--- src/rtl/iter_shifter_if.sv ---
// Handshake and data bundle for iter_shifter.
//   start  request; the design accepts it only while not busy
//   mode   00 SLL, 01 SRL, 10 SRA, 11 ROL (sampled with start)
//   din    operand (sampled with start)
//   shamt  shift distance 0..WIDTH-1 (sampled with start)
//   busy   high while the shifter is stepping
//   done   one-cycle pulse; dout is valid from this cycle on
//   dout   result register
// The master modport is the requester and the slave modport is the shifter.
interface iter_shifter_if #(
  parameter int unsigned WIDTH   = 32,
  parameter int unsigned SHAMT_W = $clog2(WIDTH)
);
  logic               start;
  logic [1:0]         mode;
  logic [WIDTH-1:0]   din;
  logic [SHAMT_W-1:0] shamt;
  logic               busy;
  logic               done;
  logic [WIDTH-1:0]   dout;

  modport master (
    output start, mode, din, shamt,
    input  busy, done, dout
  );

  modport slave (
    input  start, mode, din, shamt,
    output busy, done, dout
  );
endinterface

--- src/rtl/iter_shifter.sv ---
// Multi-cycle shift unit. It does SLL, SRL, SRA or ROL, moving at most STEP bit positions
// per clock, so it needs only a STEP-wide mux and no full barrel shifter.
//   clk    system clock; all state changes on the rising edge
//   rst_n  asynchronous active-low reset
//   bus    iter_shifter_if slave port (start/mode/din/shamt in, busy/done/dout out)
// The accepting edge loads din into dout. Each later edge shifts dout by min(rem, STEP) until
// rem is zero. After that, done pulses for one cycle. The busy and done outputs decode the
// state register directly, so no input reaches an output combinationally.
module iter_shifter #(
  parameter int unsigned WIDTH   = 32,
  parameter int unsigned SHAMT_W = $clog2(WIDTH),
  parameter int unsigned STEP    = 4
) (
  input logic         clk,
  input logic         rst_n,
  iter_shifter_if.slave bus
);

  localparam logic [1:0] IDLE  = 2'd0;
  localparam logic [1:0] SHIFT = 2'd1;
  localparam logic [1:0] DONE  = 2'd2;

  localparam logic [1:0] MODE_SLL = 2'b00;
  localparam logic [1:0] MODE_SRL = 2'b01;
  localparam logic [1:0] MODE_SRA = 2'b10;
  localparam logic [1:0] MODE_ROL = 2'b11;

  // One extra bit, so STEP == WIDTH still fits.
  localparam logic [SHAMT_W:0] STEP_W = (SHAMT_W + 1)'(STEP);

  logic [1:0]         state_q, state_d;
  logic [1:0]         mode_q, mode_d;
  logic [WIDTH-1:0]   dout_q, dout_d;
  logic [SHAMT_W-1:0] rem_q, rem_d;

  logic [SHAMT_W:0]   rem_ext;
  logic [SHAMT_W:0]   step_k;
  logic [SHAMT_W-1:0] rem_left;
  logic [WIDTH-1:0]   step_res;
  logic               accept;

  assign rem_ext  = {1'b0, rem_q};
  assign step_k   = (rem_ext < STEP_W) ? rem_ext : STEP_W;
  // step_k <= rem_q, so the truncation below never drops a set bit.
  assign rem_left = rem_q - step_k[SHAMT_W-1:0];
  assign accept   = bus.start && (state_q != SHIFT);

  // Each distance 1..STEP is a fixed shift, and step_k picks one of them.
  // step_k == 0 happens only outside SHIFT, and then dout simply holds.
  always_comb begin
    step_res = dout_q;
    for (int unsigned i = 1; i <= STEP; i++) begin
      if (step_k == (SHAMT_W + 1)'(i)) begin
        unique case (mode_q)
          MODE_SLL: step_res = dout_q << i;
          MODE_SRL: step_res = dout_q >> i;
          MODE_SRA: step_res = WIDTH'($signed(dout_q) >>> i);
          MODE_ROL: step_res = (dout_q << i) | (dout_q >> (WIDTH - i));
        endcase
      end
    end
  end

  always_comb begin
    state_d = state_q;
    mode_d  = mode_q;
    dout_d  = dout_q;
    rem_d   = rem_q;
    if (accept) begin
      dout_d  = bus.din;
      rem_d   = bus.shamt;
      mode_d  = bus.mode;
      state_d = (bus.shamt != '0) ? SHIFT : DONE;
    end else begin
      case (state_q)
        SHIFT: begin
          dout_d  = step_res;
          rem_d   = rem_left;
          state_d = (rem_left == '0) ? DONE : SHIFT;
        end
        DONE:    state_d = IDLE;
        IDLE:    state_d = IDLE;
        default: state_d = IDLE;
      endcase
    end
  end

  always_ff @(posedge clk or negedge rst_n) begin
    if (!rst_n) begin
      state_q <= IDLE;
      mode_q  <= MODE_SLL;
      dout_q  <= '0;
      rem_q   <= '0;
    end else begin
      state_q <= state_d;
      mode_q  <= mode_d;
      dout_q  <= dout_d;
      rem_q   <= rem_d;
    end
  end

  assign bus.busy = (state_q == SHIFT);
  assign bus.done = (state_q == DONE);
  assign bus.dout = dout_q;

endmodule

--- src/flat_wrapper.sv ---
// flat-port wrapper written by rule: the top's interface ports become plain ports
module iter_shifter_flat 
#(
  parameter int unsigned WIDTH   = 32,
  parameter int unsigned SHAMT_W = $clog2(WIDTH),
  parameter int unsigned STEP    = 4
)
  (clk, rst_n, bus_start, bus_mode, bus_din, bus_shamt, bus_busy, bus_done, bus_dout);
  iter_shifter_if #(.WIDTH(WIDTH), .SHAMT_W(SHAMT_W)) bus_i ();
  input logic clk;
  input logic rst_n;
  input wire logic [$bits(bus_i.start)-1:0] bus_start;
  input wire logic [$bits(bus_i.mode)-1:0] bus_mode;
  input wire logic [$bits(bus_i.din)-1:0] bus_din;
  input wire logic [$bits(bus_i.shamt)-1:0] bus_shamt;
  output wire logic [$bits(bus_i.busy)-1:0] bus_busy;
  output wire logic [$bits(bus_i.done)-1:0] bus_done;
  output wire logic [$bits(bus_i.dout)-1:0] bus_dout;
  assign bus_i.start = bus_start;
  assign bus_i.mode = bus_mode;
  assign bus_i.din = bus_din;
  assign bus_i.shamt = bus_shamt;
  assign bus_busy = bus_i.busy;
  assign bus_done = bus_i.done;
  assign bus_dout = bus_i.dout;
  iter_shifter #(.WIDTH(WIDTH), .SHAMT_W(SHAMT_W), .STEP(STEP)) u_core (.clk(clk), .rst_n(rst_n), .bus(bus_i));
endmodule
--- config.mk ---
export PLATFORM = sky130hd
export DESIGN_NAME = iter_shifter_flat
export DESIGN_NICKNAME = d
export VERILOG_FILES = /design/src/rtl/iter_shifter_if.sv /design/src/rtl/iter_shifter.sv /design/src/flat_wrapper.sv
export SDC_FILE = /design/constraint.sdc
export NUM_CORES = 1
export LEC_CHECK = 0
export ABC_AREA = 1
export CAP_MARGIN = 20
export CORE_AREA = 2 2 93 95
export CTS_CLUSTER_SIZE = 28
export DETAILED_ROUTE_END_ITERATION = 7
export DIE_AREA = 0 0 95 97
export GPL_TIMING_DRIVEN = 0
export PLACE_DENSITY = 0.77
export SLEW_MARGIN = 10
export SYNTH_ARGS = -nofsm -noshare
export SYNTH_HDL_FRONTEND = slang
export SYNTH_SLANG_ARGS = --single-unit
--- constraint.sdc ---
create_clock -name clk -period 1.9 [get_ports clk]
set_input_delay 0.38 -clock clk [delete_from_list [all_inputs] [get_ports clk]]
set_output_delay 0.38 -clock clk [all_outputs]
set_load 0.01 [all_outputs]
==> impl_metrics.json <==
{
  "arrival_ns": 2.01,
  "synth_area_um2": 3860,
  "finalInstanceArea_um2": 5030,
  "grt_max_degree": 23,
  "first_pass_iters": 5,
  "synthFlopType": "dfrtp_1",
  "layout_setup_ws_ns": 0.101,
  "rsz0062_at_grt": "true",
  "worstMarginPinSlew_ns": 0.746,
  "seqCellArea_um2": 1030,
  "diodes": 0,
  "holdWs_ns": 0.0387,
  "cts_max_path_buffers": 2,
  "syn_area_per_cell_um2": 5.79,
  "syn_inst": 667,
  "fmax_mhz": 556,
  "fin_crit_ns": 1.80,
  "overflow": 0,
  "synthTopCellsByCount": "234 x nand2_1, 130 x nand3_1, 60 x nor2_1",
  "placed_cell_area_um2": 4770,
  "vias": 5109,
  "cts_tree": "yes",
  "antenna_found_initial": 0,
  "drt-vias-per-instance": 5.90,
  "yosysMostFrequentCell": "nand2_1",
  "track_usage_pct": 35.4,
  "path_clk_slew_ns": 0.09,
  "yosys_warnings": 0,
  "clk_latency_ns": 0.30,
  "path_class": "register to register",
  "cpPeakStageDelay_ns": 0.43,
  "hold_viol": 0,
  "globalplace.congestion": 0.966,
  "reg2reg_slack_ns": 0.10,
  "reg2regPathDepth": 13,
  "cpMostUsedCell": "nand2_1",
  "p_per_area_nw_per_um2": 2320,
  "start_kind": "register",
  "yosysTopAreaCell": "dfrtp_1",
  "design.die.area_um2": 9220,
  "async_reset_ff_share_pct": 100,
  "critPathMaxFanout": 6,
  "r2r-start": "u_core.rem_q[4]",
  "coreArea_um2": 8130,
  "row_count": 33,
  "worstSetupEndpointType": "register",
  "h-tree-depth": 2,
  "fin_total_pwr_w": 0.0117,
  "fin_crit_sh_pct": 94.7,
  "cap_violations": 0,
  "p_leak_nw": 2.57,
  "first_iter_violations": 602,
  "ir_drop_mv": 1.07,
  "ant_nets": 0,
  "cp_cell_sequence": "nor2_4 > nand2_4 > buf_12 > nand2_1 > ha_1 > a21oi_2 > buf_4 > nand2_1 > nand2_1 > nor2_1 > nand3_1 > nand2_1 > inv_1",
  "hp-class": "primary input to asynchronous set/reset pin",
  "setup_viol": 0,
  "wl_per_cell_um": 18.5,
  "slowest_stage": "dfrtp_1",
  "drcViolationCount": 0,
  "ys_seq_elements": 41,
  "start_util_pct": 47.5,
  "clock_sinks": 41,
  "cts_made_buffers": 5,
  "fin_worst_skew_ns": 0.00902,
  "io_pins": 76,
  "crit_buf_inv": 3,
  "critPathTopFamily": "simple AND/OR/NAND/NOR gates",
  "worstReg2RegEnd": "u_core.state_q[0]",
  "drive_above_1_share_pct": 11.3,
  "syn-num-nets": 710,
  "fin_tns_setup_ns": 0,
  "die_w_um": 95,
  "required_ns": 2.11,
  "ys_types": 33,
  "netlist_top_cells_area": "dfrtp_1 27%, nand2_1 23%, nand3_1 17%",
  "drv_slew": 0,
  "grt_pass1_wl_um": 25500,
  "pre_cts_slack_ns": -0.373,
  "num-nets-final": 803,
  "multi_input_area_um2": 2470,
  "fillCellCount": 781,
  "synth_edf_count": 0,
  "cts_root_buf": "clkbuf_8",
  "die_h_um": 97,
  "outcome": "completed",
  "area_growth_pct": 30.4,
  "ys_seq_area_share_pct": 26.6,
  "finalWirelength_um": 16000,
  "synth_top_area_share_pct": 26.6,
  "port_buffers": 75,
  "place_hpwl_um": 11400,
  "grt_pass1_vias": 4952,
  "slew_headroom_pct": 50.3
}
[worst max-delay path by stage]
| stage | start | end | cells past startpoint |
|---|---|---|---|
| after floorplan | u_core.rem_q[3] | u_core.state_q[0] | 12 |
| after global placement | rst_n | u_core.bus.dout[9] | 1 |
| after detailed placement | u_core.rem_q[4] | u_core.state_q[0] | 14 |
| after CTS | u_core.rem_q[3] | u_core.bus.dout[28] | 9 |
| after global routing | u_core.rem_q[4] | u_core.state_q[0] | 13 |
| final | u_core.rem_q[4] | u_core.state_q[0] | 13 |
[layout make-up]
cell class                      count  share of cell area [%]
Multi-Input combinational cell    536                    49.0
Sequential cell                    41                    20.4
Timing Repair Buffer               87                    17.0
Buffer                             36                    5.27
Inverter                           53                    4.05
Tap cell                          105                    2.61
Clock buffer                        6                    1.44
Clock inverter                      2                   0.199
[cells in the final DEF, fill, tap and decap left out, drive strengths merged, types with 2 or more instances in the layout]
master,count
nand4,9
dfrtp,41
a21oi,49
nor2,63
buf,36
o211ai,5
o21ai,21
nand2,248
clkdlybuf4s50,73
nand3,131
o221ai,2
inv,53
clkbuf,19
clkinv,2
[stage by stage]
stage | util, % | instances
4_1_cts | 60.2 | 857
3_5_place_dp | 58.6 | 848
5_1_grt | 61.9 | 866
3_3_place_gp | 58.3 | 847
2_1_floorplan | - | 667
6_report | 61.9 | 866
[state kept, by name, indices dropped and copies added (netlist names)]
signal and flops:
u_core.bus.dout 32, u_core.rem_q 5, u_core.mode_q 2, u_core.state_q 2
[report_power, final]
part	switching [W]	total (W)	internal, W
Clock	0.000339	0.000595	0.000256
Sequential	0.000547	0.00193	0.00138
Combinational	0.00574	0.00915	0.00341
[timing repair]
action	in CTS	in global routing
gates cloned	0	0
endpoints found under the setup margin	29	30
endpoints found under the hold margin	0	0
buffers inserted	2	9
gates resized for setup	16	28
pin swaps	0	2
hold buffers	0	0
[metal layers]
metal / part of all wire, % / global-route usage (%) / vias to the layer above
met5: 0 / 0 / -
met3: 11 / 6.23 / 55
met4: 3.6 / 18.7 / 0
met2: 45 / 52.6 / 378
met1: 40 / 48.5 / 2315
li1: - / - / 2361
[kinds of logic after synthesis]
kind of cell,after synthesis,synth area share [%]
AND/OR/NAND/NOR,453,50.9
buffers and inverters,90,10.8
AO/OA/AOI/OAI,81,11.3
flip-flops,41,26.6
adder cells (fa/ha/maj),1,0.324
other,1,0.0972
No activity file was read; power rests on OpenSTA's default activity.
